==> src/rtl/out_uart_tx_if.sv <==
// out_uart_tx_if: character strobe bus from the core into the UART output stage.
//   out_en   : single-cycle strobe, one character per asserted cycle
//   out_data : character byte, meaningful only while out_en=1
// Modports: master (core side, drives) and slave (UART side, samples).
interface out_uart_tx_if;
  logic       out_en;
  logic [7:0] out_data;

  modport master (output out_en, output out_data);
  modport slave  (input out_en, input out_data);
endinterface

==> src/rtl/out_uart_tx.sv <==
// out_uart_tx: output stage behind the core. Buffers character strobes in a circular FIFO
// and serialises them as 8N1 UART frames. The core cannot be stalled, so a push into a full
// FIFO (with no pop on that edge) is dropped and the sticky overflow flag is raised.
// Optional even-parity bit (8E1) when the macro OUT_UART_PARITY_EN is defined.
// Ports:
//   clock      : system clock, rising edge
//   reset      : asynchronous, active-high reset
//   core       : out_uart_tx_if.slave, out_en/out_data character strobe
//   tx         : registered UART line, idle high
//   busy       : FSM not idle or FIFO non-empty (combinational)
//   fifo_count : bytes currently buffered
//   overflow   : sticky, a byte was dropped because the FIFO was full
module out_uart_tx #(
  parameter int unsigned CLKS_PER_BIT    = 4,
  parameter int unsigned FIFO_DEPTH_LOG2 = 4
) (
  input  logic                     clock,
  input  logic                     reset,
  out_uart_tx_if.slave             core,
  output logic                     tx,
  output logic                     busy,
  output logic [FIFO_DEPTH_LOG2:0] fifo_count,
  output logic                     overflow
);

  localparam int unsigned Depth = 1 << FIFO_DEPTH_LOG2;
  localparam int unsigned CntW  = $clog2(CLKS_PER_BIT);
  localparam logic [FIFO_DEPTH_LOG2:0] DepthCnt = (FIFO_DEPTH_LOG2 + 1)'(Depth);
  localparam logic [CntW-1:0]          LastClk  = CntW'(CLKS_PER_BIT - 1);

  typedef enum logic [2:0] {
    StIdle,
    StStart,
    StData,
    StStop
`ifdef OUT_UART_PARITY_EN
    , StParity
`endif
  } state_e;

  // FIFO storage and pointers
  logic [7:0]                 mem [Depth];
  logic [FIFO_DEPTH_LOG2-1:0] wr_ptr_q, rd_ptr_q;
  logic [FIFO_DEPTH_LOG2:0]   count_q;
  logic                       overflow_q;
  logic                       full, empty, push, pop;
  logic [7:0]                 head;

  // Serialiser state
  state_e          state_q, state_d;
  logic [CntW-1:0] cnt_q, cnt_d;
  logic [2:0]      idx_q, idx_d;
  logic [7:0]      shift_q, shift_d;
  logic            tx_q, tx_d;
  logic            bit_done;
`ifdef OUT_UART_PARITY_EN
  logic            parity_q, parity_d;
`endif

  assign full  = (count_q == DepthCnt);
  assign empty = (count_q == '0);
  assign head  = mem[rd_ptr_q];
  // A pop on the same edge frees a slot, so a push into a full FIFO still lands.
  assign push  = core.out_en && (!full || pop);

  always_ff @(posedge clock or posedge reset) begin
    if (reset) begin
      wr_ptr_q   <= '0;
      rd_ptr_q   <= '0;
      count_q    <= '0;
      overflow_q <= 1'b0;
    end else begin
      if (push) wr_ptr_q <= wr_ptr_q + 1'b1;
      if (pop)  rd_ptr_q <= rd_ptr_q + 1'b1;
      if (push && !pop)      count_q <= count_q + 1'b1;
      else if (!push && pop) count_q <= count_q - 1'b1;
      if (core.out_en && full && !pop) overflow_q <= 1'b1;
    end
  end

  // Storage needs no reset; contents are only read when count is non-zero.
  always_ff @(posedge clock) begin
    if (push) mem[wr_ptr_q] <= core.out_data;
  end

  assign bit_done = (cnt_q == LastClk);

  always_comb begin
    state_d = state_q;
    cnt_d   = cnt_q;
    idx_d   = idx_q;
    shift_d = shift_q;
    tx_d    = 1'b1;
    pop     = 1'b0;
`ifdef OUT_UART_PARITY_EN
    parity_d = parity_q;
`endif
    case (state_q)
      StIdle: begin
        cnt_d = '0;
        if (!empty) begin
          pop     = 1'b1;
          shift_d = head;
          state_d = StStart;
        end
      end
      StStart: begin
        tx_d = 1'b0;
        if (bit_done) begin
          cnt_d   = '0;
          idx_d   = '0;
          state_d = StData;
        end else begin
          cnt_d = cnt_q + 1'b1;
        end
      end
      StData: begin
        tx_d = shift_q[0];
        if (bit_done) begin
          cnt_d   = '0;
          shift_d = shift_q >> 1;
          if (idx_q == 3'd7) begin
`ifdef OUT_UART_PARITY_EN
            state_d = StParity;
`else
            state_d = StStop;
`endif
          end else begin
            idx_d = idx_q + 1'b1;
          end
        end else begin
          cnt_d = cnt_q + 1'b1;
        end
      end
`ifdef OUT_UART_PARITY_EN
      StParity: begin
        tx_d = parity_q;
        if (bit_done) begin
          cnt_d   = '0;
          state_d = StStop;
        end else begin
          cnt_d = cnt_q + 1'b1;
        end
      end
`endif
      StStop: begin
        tx_d = 1'b1;
        if (bit_done) begin
          cnt_d = '0;
          // Chain straight into the next start bit so queued frames stay contiguous.
          if (!empty) begin
            pop     = 1'b1;
            shift_d = head;
            state_d = StStart;
          end else begin
            state_d = StIdle;
          end
        end else begin
          cnt_d = cnt_q + 1'b1;
        end
      end
      default: state_d = StIdle;
    endcase
`ifdef OUT_UART_PARITY_EN
    if (pop) parity_d = ^head;
`endif
  end

  always_ff @(posedge clock or posedge reset) begin
    if (reset) begin
      state_q <= StIdle;
      cnt_q   <= '0;
      idx_q   <= '0;
      shift_q <= '0;
      tx_q    <= 1'b1;
`ifdef OUT_UART_PARITY_EN
      parity_q <= 1'b0;
`endif
    end else begin
      state_q <= state_d;
      cnt_q   <= cnt_d;
      idx_q   <= idx_d;
      shift_q <= shift_d;
      tx_q    <= tx_d;
`ifdef OUT_UART_PARITY_EN
      parity_q <= parity_d;
`endif
    end
  end

  assign tx         = tx_q;
  assign busy       = (state_q != StIdle) || !empty;
  assign fifo_count = count_q;
  assign overflow   = overflow_q;

endmodule
==> src/flat_wrapper.sv <==
// flat-port wrapper written by rule: the top's interface ports become plain ports
module out_uart_tx_flat 
#(
  parameter int unsigned CLKS_PER_BIT    = 4,
  parameter int unsigned FIFO_DEPTH_LOG2 = 4
)
  (clock, reset, tx, busy, fifo_count, overflow, core_out_en, core_out_data);
  out_uart_tx_if core_i ();
  input  logic clock;
  input  logic reset;
  output logic tx;
  output logic busy;
  output logic [FIFO_DEPTH_LOG2:0] fifo_count;
  output logic overflow;
  input wire logic [$bits(core_i.out_en)-1:0] core_out_en;
  input wire logic [$bits(core_i.out_data)-1:0] core_out_data;
  assign core_i.out_en = core_out_en;
  assign core_i.out_data = core_out_data;
  out_uart_tx #(.CLKS_PER_BIT(CLKS_PER_BIT), .FIFO_DEPTH_LOG2(FIFO_DEPTH_LOG2)) u_core (.clock(clock), .reset(reset), .core(core_i), .tx(tx), .busy(busy), .fifo_count(fifo_count), .overflow(overflow));
endmodule
==> config.mk <==
export PLATFORM = sky130hd
export DESIGN_NAME = out_uart_tx_flat
export DESIGN_NICKNAME = d
export VERILOG_FILES = /design/src/rtl/out_uart_tx_if.sv /design/src/rtl/out_uart_tx.sv /design/src/flat_wrapper.sv
export SDC_FILE = /design/constraint.sdc
export NUM_CORES = 1
export LEC_CHECK = 0
export CAP_MARGIN = 30
export CORE_ASPECT_RATIO = 1.2
export CORE_MARGIN = 8
export CORE_UTILIZATION = 61
export DETAILED_ROUTE_END_ITERATION = 12
export PLACE_DENSITY_LB_ADDON = 0.05
export SYNTH_ARGS = -nofsm -noshare
export SYNTH_HDL_FRONTEND = slang
export SYNTH_SLANG_ARGS = --single-unit
export TNS_END_PERCENT = 30
==> constraint.sdc <==
create_clock -name clock -period 4 [get_ports clock]
set_input_delay 0.8 -clock clock [delete_from_list [all_inputs] [get_ports clock]]
set_output_delay 0.8 -clock clock [all_outputs]
set_load 0.02 [all_outputs]
==> flow_metrics.py <==
metrics = {
    "status": {
        "outcome": "complete, no violations",
    },
    "logic_synthesis": {
        "ys_ff_latch": 158,
        "synth_edf_count": 128,
        "ys.flop_type": "edfxtp_1",
        "synth_fp_nets": 426,
        "yosysTopAreaCell": "edfxtp_1",
        "syn_avg_cell_area_um2": 16.5,
        "synthTopCellsByCount": "edfxtp_1, dfrtp_1, nand2_1",
        "synthMostInstantiatedCell": "edfxtp_1",
        "yosysSeqAreaShare_pct": 69.9,
        "synth_area_leaders": "edfxtp_1, dfrtp_1, mux4_2",
        "synth_top_area_share_pct": 58.5,
        "netlist_instances": 397,
        "synth.cell_area_mm2": 0.00657,
        "synth_cell_types": 42,
        "yosysWarnings": 0,
        "async_reset_ff_share_pct": 19.0,
    },
    "pwr": {
        "combPwrFrac_pct": 30.2,
        "intPower_w": 0.00375,
        "p_leak_nw": 2.72,
        "p_sw_w": 0.00177,
        "peakVddDrop_v": 0.000402,
        "p_seq_share_pct": 41.8,
        "clkPwrFrac_pct": 28.0,
        "powerDensity_mw_per_mm2": 735,
        "switching_share_pct": 32.1,
    },
    "critical_path": {
        "cp_data_arrival_time_ns": 3.50,
        "critical_path.most_common_cell": "ha_1",
        "path_class": "reg -> reg",
        "r2r_cells": 13,
        "path_max_fanout": 9,
        "required_ns": 4.34,
        "cpPeakStageDelay_ns": 0.40,
        "crit_chain": "inv_1, ha_1, a21oi_1, o211ai_1, and2_1, ha_1, inv_1, ha_1, nor2b_1, o21a_1, or3_1, a21oi_1, xor2_1",
        "cp-start-kind": "flip-flop",
        "cp_slowest_cell": "dfrtp_1",
        "endpoint_kind": "flip-flop",
    },
    "detailed_routing": {
        "wl_per_cell_um": 21.8,
        "drt-total-wl_mm": 12.5,
        "ant_nets": 0,
        "dr.pass1.iters": 4,
        "vias": 3502,
        "post_drt_via_cell_ratio": 6.12,
        "drt_iter0_drc": 260,
        "drc": 0,
    },
    "worst_hold_path": {
        "holdPathStages": 1,
        "min_path_type": "reg -> reg",
    },
    "timing": {
        "timing.hold.ws_ns": 0.451,
        "fin_skew_ns": 0.00806,
        "clock.fmax_ghz": 0.317,
        "min_period_ns": 3.15,
        "hold_viol": 0,
        "rsz0062_at_grt": "false",
        "finalCritPeriodShare_pct": 78.9,
        "report.final.slew_viol_count": 0,
        "layout_setup_ws_ns": 0.845,
        "tightest_slew_ns": 0.851,
        "slew_headroom_pct": 43.0,
        "finalSetupTns_ns": 0,
        "setup_violations": 0,
    },
    "clock_network": {
        "cts_tree": "done",
        "cts_buffer_depth": 2,
        "h-tree-depth": 4,
        "cts_inserted_buffers": 17,
        "clk_latency_ns": 0.42,
        "root_buffer": "clkbuf_16",
        "postCtsResizedCells": 0,
        "cts.clk_slew.worst_paths_ns": 0.07,
        "postCtsSetupRepairBufs": 0,
        "cts_sinks": 158,
        "cts_hold_buf": 0,
    },
    "placement": {
        "hpwl_mm": 8.41,
        "gp_congestion": 0.797,
        "place_ws_ns": 0.676,
        "numPortBuffers": 18,
    },
    "grt": {
        "antenna_found_initial": 0,
        "grt_max_degree": 31,
        "grt_pass1_vias": 3678,
        "grt_pass1_wl_mm": 20.3,
        "overflow": 0,
        "grt.total_usage_pct": 18.8,
    },
    "die": {
        "ios": 19,
        "fp.dieH_um": 130,
        "die-width_um": 111,
        "start_util_pct": 62.5,
        "rows": 41,
        "dieArea_mm2": 0.0144,
        "core_mm2": 0.0105,
    },
    "finish": {
        "n_antenna_cell": 0,
        "areaGrowthSynthToFinish_pct": 14.2,
        "fillCellCount": 676,
        "layout-drive-gt1-share_pct": 14.9,
        "nets": 459,
    },
    "run": {
        "maxCapViolations": 0,
    },
}
critical path: cells and delay by family (launching register included):
kind	cells	cell delay, ns
and+or+nand+nor	3	0.81
adders and majority gates	3	0.84
DFF	1	0.40
buffers and inverters	2	0.21
xor gates and xnor gates	1	0.15
AOI/OAI and AO/OA	4	0.66
area by class of cell:
cell class / count / area [um2] / share of cell area [%]
inverters: 11 / 41.3 / 0.550
repair buffers: 32 / 285 / 3.80
flip-flops and latches: 158 / 4600 / 61.3
well taps: 129 / 161 / 2.15
multi-input cells: 210 / 1840 / 24.5
clock inverters: 15 / 155 / 2.07
clock buffers: 17 / 425 / 5.67
cells in the final DEF (no fill, tap or decap), drive strengths merged, types with 2 or more instances in the layout:
| cell type | instances |
|---|---|
| mux2i | 21 |
| nor3 | 6 |
| mux4 | 23 |
| and2 | 2 |
| nand2b | 3 |
| a21oi | 15 |
| o311ai | 5 |
| ha | 17 |
| clkdlybuf4s50 | 18 |
| clkinv | 6 |
| o22ai | 5 |
| xor2 | 4 |
| nor2b | 10 |
| nand3 | 3 |
| o21a | 6 |
| buf | 14 |
| edfxtp | 128 |
| xnor2 | 6 |
| inv | 18 |
| nor2 | 21 |
| a22oi | 14 |
| a31o | 2 |
| clkbuf | 17 |
| o21ai | 10 |
| nand2 | 24 |
| a31oi | 2 |
| dfrtp | 29 |
| mux2 | 2 |
per-stage QoR:
stage | utilization [%] | area [um2] | cells | power, W
6_report | 71.3 | 7500 | 572 | 0.00552
3_5_place_dp | 65.8 | 6920 | 540 | 0.00402
3_3_place_gp | 65.8 | 6920 | 540 | 0.00397
4_1_cts | 71.3 | 7500 | 572 | 0.00558
5_1_grt | 71.3 | 7500 | 572 | 0.00584
2_1_floorplan | - | 6570 | 397 | 0.00355
per-layer routing:
layer	share of wire [%]	GRT usage (%)	up-vias
li1	-	-	1608
met1	40	21.8	1778
met2	53	33.2	99
met3	5.2	5.18	17
met4	1.5	6.29	0
met5	0	0	-
worst paths after layout:
| check | from | to | slack [ns] |
|---|---|---|---|
| worst max-delay path | u_core.state_q[1]$_DFFE_PP0P_ | u_core.fifo_count[4]$_DFFE_PP0P_ | 0.85 |
| worst max register to register | u_core.state_q[1]$_DFFE_PP0P_ | u_core.fifo_count[4]$_DFFE_PP0P_ | 0.85 |
| min in group asynchronous | reset | u_core.shift_q[0]$_DFFE_PP0P_ | 0.76 |
| worst min-delay path | u_core.cnt_q[0]$_DFFE_PP0P_ | u_core.cnt_q[0]$_DFFE_PP0P_ | 0.45 |
| max in group asynchronous | reset | u_core.tx$_DFF_PP1_ | 2.93 |
| worst min register to register | u_core.cnt_q[0]$_DFFE_PP0P_ | u_core.cnt_q[0]$_DFFE_PP0P_ | 0.45 |
state kept, by name, summed over array words and instances (netlist names):
name               flops
u_core.cnt_q           2
u_core.fifo_count      5
u_core.idx_q           3
u_core.mem           128
u_core.overflow        1
u_core.rd_ptr_q        4
u_core.shift_q         8
u_core.state_q         2
u_core.tx              1
u_core.wr_ptr_q        4
power groups by stage:
stage               logic (W)  registers (W)  clock network, W
floorplan             0.00130        0.00225                 0
global placement      0.00165        0.00232                 0
detailed placement    0.00169        0.00233                 0
CTS                   0.00170        0.00230           0.00158
global route          0.00186        0.00234           0.00164
finish                0.00167        0.00230           0.00155
cells by family after synthesis:
group | count (synthesis) | share of synthesized area, %
flip-flops | 158 | 69.9
AND/OR/NAND/NOR | 73 | 5.07
AO/OA/AOI/OAI | 63 | 6.27
multiplexers | 46 | 11.8
adder cells (fa/ha/maj) | 18 | 3.54
XOR/XNOR | 10 | 1.33
buffers and inverters | 29 | 2.08
Power figures use the tool's default switching activity.
